`src/rtl/audio_mixer.sv`:
```
// audio_mixer: time-multiplexed stereo mixer.
// Each pass snapshots NUM_CH signed samples with their gains and pan masks,
// then accumulates one channel per cycle into wide left/right sums. The
// wide sums are saturated to IN_W bits at the end of the pass.
//
// state  | meaning
// -------+---------------------------------------------------------------
// S_IDLE | waiting for sample_ce; snapshot inputs and clear sums on start
// S_ACC  | add scaled channel r_idx to the sides selected by its pan mask
// S_OUT  | saturate sums, apply mute, publish outputs, pulse out_valid
module audio_mixer #(
    parameter int NUM_CH = 4,
    parameter int IN_W   = 16,
    parameter int GAIN_W = 4
) (
    input  logic                     clk_sys,
    input  logic                     rst,
    input  logic                     sample_ce,
    input  logic                     mute,
    input  logic [NUM_CH*IN_W-1:0]   ch_in,
    input  logic [NUM_CH*GAIN_W-1:0] ch_gain,
    input  logic [NUM_CH*2-1:0]      ch_pan,
    output logic [IN_W-1:0]          audio_l,
    output logic [IN_W-1:0]          audio_r,
    output logic                     out_valid,
    output logic                     clip_l,
    output logic                     clip_r,
    output logic                     busy,
    output logic                     overrun
);

    // Product width holds sample * {0,gain}; the extra $clog2(NUM_CH) bits
    // guarantee the running sum of all channels cannot wrap.
    localparam int P_W   = IN_W + GAIN_W + 1;
    localparam int ACC_W = P_W + $clog2(NUM_CH);
    localparam int IDX_W = (NUM_CH > 1) ? $clog2(NUM_CH) : 1;

    typedef enum logic [1:0] {
        S_IDLE,
        S_ACC,
        S_OUT
    } state_t;

    state_t                    r_state;
    logic [NUM_CH*IN_W-1:0]    r_ch;
    logic [NUM_CH*GAIN_W-1:0]  r_gain;
    logic [NUM_CH*2-1:0]       r_pan;
    logic [IDX_W-1:0]          r_idx;
    logic signed [ACC_W-1:0]   r_acc_l;
    logic signed [ACC_W-1:0]   r_acc_r;
    logic [IN_W-1:0]           r_audio_l;
    logic [IN_W-1:0]           r_audio_r;
    logic                      r_out_valid;
    logic                      r_clip_l;
    logic                      r_clip_r;
    logic                      r_busy;
    logic                      r_overrun;

    logic signed [IN_W-1:0]    w_sample;
    logic [GAIN_W-1:0]         w_gain;
    logic [1:0]                w_pan;
    logic signed [P_W-1:0]     w_samp_x;
    logic signed [P_W-1:0]     w_gain_x;
    logic signed [P_W-1:0]     w_prod;
    logic signed [P_W-1:0]     w_s;
    logic signed [ACC_W-1:0]   w_s_x;
    logic [IN_W:0]             w_sat_l;
    logic [IN_W:0]             w_sat_r;
    logic                      w_last;

    // Saturate a wide sum to IN_W bits; MSB of the result flags clipping.
    // The value fits exactly when all bits from IN_W-1 upward match the sign.
    function automatic logic [IN_W:0] sat(input logic [ACC_W-1:0] a);
        logic [ACC_W-IN_W:0] hi;
        hi = a[ACC_W-1:IN_W-1];
        if (hi == {(ACC_W-IN_W+1){a[ACC_W-1]}})
            sat = {1'b0, a[IN_W-1:0]};
        else if (a[ACC_W-1])
            sat = {1'b1, 1'b1, {(IN_W-1){1'b0}}};
        else
            sat = {1'b1, 1'b0, {(IN_W-1){1'b1}}};
    endfunction

    assign w_sample = r_ch[int'(r_idx)*IN_W +: IN_W];
    assign w_gain   = r_gain[int'(r_idx)*GAIN_W +: GAIN_W];
    assign w_pan    = r_pan[int'(r_idx)*2 +: 2];

    // Gain is unsigned, so it is zero-extended before the signed multiply;
    // the true product always fits in P_W bits.
    assign w_samp_x = P_W'(w_sample);
    assign w_gain_x = P_W'({1'b0, w_gain});
    assign w_prod   = w_samp_x * w_gain_x;
    assign w_s      = w_prod >>> 3;
    assign w_s_x    = ACC_W'(w_s);

    assign w_sat_l  = sat(r_acc_l);
    assign w_sat_r  = sat(r_acc_r);
    assign w_last   = (r_idx == IDX_W'(NUM_CH - 1));

    // Pass sequencer: snapshot, per-channel accumulate, saturate and publish.
    always_ff @(posedge clk_sys) begin
        if (rst) begin
            r_state     <= S_IDLE;
            r_ch        <= '0;
            r_gain      <= '0;
            r_pan       <= '0;
            r_idx       <= '0;
            r_acc_l     <= '0;
            r_acc_r     <= '0;
            r_audio_l   <= '0;
            r_audio_r   <= '0;
            r_out_valid <= 1'b0;
            r_clip_l    <= 1'b0;
            r_clip_r    <= 1'b0;
            r_busy      <= 1'b0;
            r_overrun   <= 1'b0;
        end else begin
            r_out_valid <= 1'b0;
            r_clip_l    <= 1'b0;
            r_clip_r    <= 1'b0;
            r_overrun   <= sample_ce && (r_state != S_IDLE);
            case (r_state)
                S_IDLE: begin
                    if (sample_ce) begin
                        r_ch    <= ch_in;
                        r_gain  <= ch_gain;
                        r_pan   <= ch_pan;
                        r_acc_l <= '0;
                        r_acc_r <= '0;
                        r_idx   <= '0;
                        r_busy  <= 1'b1;
                        r_state <= S_ACC;
                    end
                end
                S_ACC: begin
                    if (w_pan[0])
                        r_acc_l <= r_acc_l + w_s_x;
                    if (w_pan[1])
                        r_acc_r <= r_acc_r + w_s_x;
                    r_idx <= r_idx + 1'b1;
                    if (w_last)
                        r_state <= S_OUT;
                end
                S_OUT: begin
                    if (mute) begin
                        r_audio_l <= '0;
                        r_audio_r <= '0;
                    end else begin
                        r_audio_l <= w_sat_l[IN_W-1:0];
                        r_audio_r <= w_sat_r[IN_W-1:0];
                        r_clip_l  <= w_sat_l[IN_W];
                        r_clip_r  <= w_sat_r[IN_W];
                    end
                    r_out_valid <= 1'b1;
                    r_busy      <= 1'b0;
                    r_state     <= S_IDLE;
                end
                default: begin
                    r_state <= S_IDLE;
                    r_busy  <= 1'b0;
                end
            endcase
        end
    end

    assign audio_l   = r_audio_l;
    assign audio_r   = r_audio_r;
    assign out_valid = r_out_valid;
    assign clip_l    = r_clip_l;
    assign clip_r    = r_clip_r;
    assign busy      = r_busy;
    assign overrun   = r_overrun;

endmodule

```
`config.mk`:
```
export PLATFORM = sky130hd
export DESIGN_NAME = audio_mixer
export DESIGN_NICKNAME = d
export VERILOG_FILES = /design/src/rtl/audio_mixer.sv
export SDC_FILE = /design/constraint.sdc
export NUM_CORES = 1
export LEC_CHECK = 0
export BUFFER_PORTS_ARGS = -buffer_cell sky130_fd_sc_hd__buf_2
export CAP_MARGIN = 20
export CORE_UTILIZATION = 64
export CTS_BUF_LIST = sky130_fd_sc_hd__clkbuf_16
export DETAILED_ROUTE_END_ITERATION = 12
export GPL_TIMING_DRIVEN = 0
export HOLD_SLACK_MARGIN = 0.02
export PLACE_DENSITY = 0.86
export SLEW_MARGIN = 20
export SYNTH_ARGS = -nofsm -noshare
export SYNTH_HDL_FRONTEND = slang
export SYNTH_SLANG_ARGS = --single-unit
```
`constraint.sdc`:
```
create_clock -name clk_sys -period 13.7 [get_ports clk_sys]
set_input_delay 1.37 -clock clk_sys [delete_from_list [all_inputs] [get_ports clk_sys]]
set_output_delay 1.37 -clock clk_sys [all_outputs]
set_load 0.01 [all_outputs]
```
[Word level (Yosys, flattened, before mapping)]
Cells that the tools add are included.
Storage, ports and cells
  flip-flop bits (word level): 175
  output and inout port bits: 37
Operators by class
  add/subtract/negate cells: 3
  multipliers: 1
  equality and inequality tests: 9
  shift operators: 3
  multiplexer cells: 19
  bitwise operators: 2
  reductions and logical operators: 12
Operators with widths (number)
  $mux 16: 6
  $pmux 23 s2: 2
  $mux 23: 3
  $shiftx 64x7->16: 1
  $add 23x18->23: 2
  $mul 16x5->21: 1
  $shiftx 16x5->4: 1
  $eq 7x7->1: 2
  $ne 2x2->1 const B: 4
  $pmux 2 s2: 2
  $reduce_and 2->1: 4
  $reduce_or 4->1: 2
  $shiftx 8x4->2: 1
  $mux 2: 3
  $reduce_and 3->1: 2
  $eq 2x2->1 const B: 2
  $reduce_bool 2->1: 2
  $add 2x1->2 const B: 1
  $eq 2x1->1 const B: 1
  $logic_not 2->1: 1
  $mux 1: 2
  $not 1->1: 2
  $pmux 1 s2: 1
  $logic_and 1x1->1: 1

[Logic depth before layout (Yosys ltp)]
  word-level depth: 5
  depth in mapped cells: 30

[Worst setup path before layout]
No wires, ideal clock.
  kind: register to register
  from: register r_idx[0]
  to: register r_acc_r[22]
  setup time: 0.074 ns
  arrival time: 6.826 ns
  required time: 13.626 ns
  path slack: 6.800 ns
  stages on the path, launching flop included: 29
  path through: dfxtp_1 -> buf_4 -> buf_2 -> buf_1 -> mux4_2 -> and2_1 -> ha_1 -> inv_1 -> fa_1 -> fa_1 -> inv_1 -> ha_1 -> and2_1 -> o211ai_1 -> o211ai_2 -> a31oi_1 -> o21bai_1 -> o21a_1 -> nor2_1 -> xnor2_1 -> ha_1 -> nand2_1 -> nor2_1 -> o21ai_1 -> a311oi_2 -> a31oi_1 -> or3_1 -> a2111o_1 -> o21ai_0
On the way
  cells in the longest elaborated chain, start to end: 5
Ends and longest elaborated chain
  from (decl): line 48  | logic [IDX_W-1:0] r_idx;
  from (signal assigned): line 140  | r_idx <= r_idx + 1'b1;
  $shiftx 64x7->16 or $shiftx 16x5->4 (tied branches): line 84, 85
  $mul 16x5->21: line 92  | assign w_prod = w_samp_x * w_gain_x;
  $add 23x18->23: line 139  | r_acc_r <= r_acc_r + w_s_x;
  $mux 23: line 138  | if (w_pan[1])
  $pmux 23 s2: line 122  | case (r_state)
  to (signal assigned): line 139
  to (decl): line 50  | logic signed [ACC_W-1:0] r_acc_r;
Parallel ways exist; a longest one is shown, timed or not. The select of a mux whose other input is x is not followed.
A chain may end at the register's enable or synchronous reset.

[Worst setup path after layout]
Ends and elaborated chain as after synthesis.

==> metrics.md <==
| Metric | Value |
|---|---|
| Switching Fraction | `31.1%` |
| Syn nets | `1,594` |
| Area fraction in compound gates after synthesis | `19.5%` |
| Clock sinks | `175` |
| Post-DP HPWL | `24.4 mm` |
| Final count of pins violating max slew | `0` |
| First-pass DRT Iterations | `5` |
| DRT antenna net count | `0` |
| Die span in x | `134 um` |
| Setup repair bufs after CTS | `0` |
| Highest net fanout along the worst path | `10` |
| Synthesized cell area | `11,200 um^2` |
| Worst Setup Start Kind | `flop` |
| Clk buf depth | `2` |
| Num CTS Buffers | `17` |
| Most frequent CP cell | `ha_1` |
| Net count, final | `1,742` |
| Largest family of logic cells by synthesized area | `compound AO/OA/AOI/OAI gates` |
| CTS tree | `done` |
| DP Area | `12,100 um^2` |
| Share of layout cells above drive strength 1 | `12.8%` |
| Clock-pin slew on the worst setup and hold paths | `0.08 ns` |
| Worst-Margin Slew | `1.05 ns` |
| Leak Pwr | `5.73 nW` |
| Port buffer count | `128` |
| Hold Path Class | `reg -> reg` |
| Most common flop cell mapped by yosys | `dfxtp_1` |
| Die ar. | `18,000 um^2` |
| Routed len/inst | `18.3 um` |
| RSZ-0062 raised after global routing | `false` |
| Residual DRC | `0` |
| Post-CTS resize count | `0` |
| Clk pwr share | `41.0%` |
| Final WL | `32.3 mm` |
| Hold buffers post-CTS | `0` |
| Area Growth Syn to Fin | `13.8%` |
| Mapped Cells | `1,380` |
| Crit-path max cell delay | `0.71 ns` |
| P_int | `839 uW` |
| Post-Synth Adder-Cell Area | `16.0%` |
| Fin cells | `1,761` |
| GR Util All Layers | `36.3%` |
| Final instance area | `12,700 um^2` |
| Register area share after synthesis | `31.3%` |
| IO Pins | `129` |
| Post-synthesis simple-gate area fraction | `19.4%` |
| Synth cell types | `67` |
| H-tree Lvls | `4` |
| Post-synthesis mux area share | `4.58%` |
| Final hold violations | `0` |
| Outcome | `complete, no violations` |
| Vias | `10,732` |
| Final setup fails | `0` |
| EDFF count, synth | `0` |
| Type of the worst setup path | `reg -> reg` |
| Peak supply drop | `0.0000952 V` |
| Core ar. | `16,800 um^2` |
| Ant diodes | `0` |
| Ys async rst share | `0%` |
| Sequential power share | `44.1%` |
| Post-Place Cells | `1,729` |
| Final period utilization | `60.4%` |
| Post-synthesis xor/xnor area fraction | `3.91%` |
| Core Rows | `47` |
| Overflow left after global routing | `0` |
| Gpl congestion | `0.979` |
| Critical path's top delay family | `compound AO/OA/AOI/OAI gates` |
| Power after layout | `1.22 mW` |
| Initial Util | `66.6%` |
| Largest net degree at the start of global routing | `21` |
| Net switching power | `378 uW` |
| Vias in the first global route | `10,124` |
| Root Buffer | `clkbuf_16` |
| Crit path buf inv count | `6` |
| Worst EP required | `14.07 ns` |
| Die H | `134 um` |
| Slowest-stage cell, CP | `buf_1` |
| Comb pwr share | `14.9%` |
| Global-route wire length before repair | `50.8 mm` |
| Detailed router's first-iteration violation count | `1,042` |
| Synth Register Bits | `175` |
| Highest clock rate | `0.121 GHz` |
| CP arrival | `8.65 ns` |
| Power density over cell area | `95.5 nW/um^2` |
| Initial antenna violation count | `0` |
| Clk Latency, worst-skew pair | `0.45 ns` |
| Fin crit period | `8.27 ns` |
| Max-cap viol count | `0` |
| Synth warn | `0` |
| Avg Inst Size Synth | `8.11 um^2` |
| Fin Setup TNS | `0 ns` |
| Worst setup EP type | `flop` |
| Vias/cell | `6.09` |
| Worst Skew | `0.0113 ns` |
| Max transition margin | `29.5%` |
| Hold slack | `0.449 ns` |
## flip-flops by register name, indices dropped and copies added (netlist names)
register and count:
audio_l 16, audio_r 16, busy 1, clip_l 1, clip_r 1, out_valid 1, overrun 1, r_acc_l 23
r_acc_r 23, r_ch 64, r_gain 16, r_idx 2, r_pan 8, r_state 2
## path summary, 6_finish.rpt
check                                 from                        to  slack (ns)  cells past startpoint
setup / recovery     r_idx[0]$_SDFFE_PP0P_  r_acc_r[22]$_SDFFE_PP0P_        5.43                     27
hold / removal    audio_l[10]$_SDFFE_PP0P_  audio_l[10]$_SDFFE_PP0P_        0.45                      2
setup reg to reg     r_idx[0]$_SDFFE_PP0P_  r_acc_r[22]$_SDFFE_PP0P_        5.43                     27
hold reg to reg   audio_l[10]$_SDFFE_PP0P_  audio_l[10]$_SDFFE_PP0P_        0.45                      2
## routing by layer
metal / part of all wire (%) / global-route usage, %
met2: 46 / 58.1
met1: 41 / 48.1
met5: 0 / 0
met3: 10 / 8.39
met4: 2.5 / 12.9
## worst min-delay path, stage by stage, from the launching register on
cell and delay (ns):
dfxtp_1 0.31, nand2_1 0.05, a21oi_1 0.05
## kinds of logic (layout without fill, tap and decap cells)
logic type | Yosys count | in the layout
simple gates | 484 | 484
compound gates | 367 | 367
flops | 175 | 175
buf+inv | 157 | 318
fa+ha+maj | 122 | 122
xor+xnor | 50 | 50
mux | 25 | 25
## Yosys cell counts (4+ instances only)
| master | instances | area (um^2) |
|---|---|---|
| a211oi_1 | 7 | 52.6 |
| a21o_1 | 23 | 173 |
| a21oi_1 | 195 | 976 |
| a31oi_1 | 23 | 144 |
| and2_1 | 53 | 332 |
| and3_1 | 4 | 25.0 |
| buf_1 | 6 | 22.5 |
| clkbuf_1 | 61 | 229 |
| dfxtp_1 | 175 | 3500 |
| fa_1 | 35 | 701 |
| ha_1 | 87 | 1090 |
| inv_1 | 86 | 323 |
| mux2i_1 | 4 | 40.0 |
| mux4_2 | 21 | 473 |
| nand2_1 | 265 | 995 |
| nand2b_1 | 10 | 62.6 |
| nand3_1 | 22 | 110 |
| nand4_1 | 6 | 37.5 |
| nor2_1 | 77 | 289 |
| nor2b_1 | 12 | 75.1 |
| nor3_1 | 7 | 35.0 |
| nor3b_1 | 5 | 37.5 |
| nor4_1 | 5 | 31.3 |
| o211ai_1 | 6 | 45.0 |
| o21a_1 | 14 | 105 |
| o21ai_0 | 53 | 265 |
| o21bai_1 | 7 | 52.6 |
| o31ai_1 | 4 | 30.0 |
| xnor2_1 | 35 | 307 |
| xor2_1 | 15 | 131 |
## per-stage QoR
stage	setup WS [ns]	utilization, %
finish	5.43	75.8
CTS	5.45	75.8
global route	4.97	75.8
floorplan	6.80	-
global placement	5.44	72.0
detailed placement	5.51	72.1
## placed cells by master (no fill, tap or decap), types with 7 or more instances in the layout
cell / synthesis / layout
inv_1: 86 / 86
a21oi_1: 195 / 195
nor3_1: 7 / 7
a31oi_1: 23 / 23
buf_2: 3 / 131
nand3_1: 22 / 22
nand2b_1: 10 / 10
clkbuf_1: 61 / 61
mux4_2: 21 / 21
a21o_1: 23 / 23
xor2_1: 15 / 15
and2_1: 53 / 53
o21ai_0: 53 / 53
ha_1: 87 / 87
xnor2_1: 35 / 34
nor2b_1: 12 / 12
o21a_1: 14 / 14
clkbuf_16: 0 / 17
nand2_1: 265 / 265
dfxtp_1: 175 / 175
a211oi_1: 7 / 7
o21bai_1: 7 / 7
nor2_1: 77 / 77
fa_1: 35 / 35
## power by group through the flow
stage	clock (mW)	sequential (mW)	combinational, mW
2_1_floorplan	0	0.544	0.116
3_3_place_gp	0	0.546	0.169
3_5_place_dp	0	0.547	0.175
4_1_cts	0.497	0.536	0.177
5_1_grt	0.519	0.538	0.196
6_report	0.499	0.536	0.181
## area by class of cell
class | instances | area (um^2)
multi-input combinational | 1048 | 7100
fill | 1270 | 4080
sequential | 175 | 3500
timing repair buffer | 129 | 652
clock buffer | 17 | 425
inverter | 86 | 323
tap | 220 | 275
buffer | 71 | 274
clock inverter | 15 | 186
(Power assumes the default switching activity.)
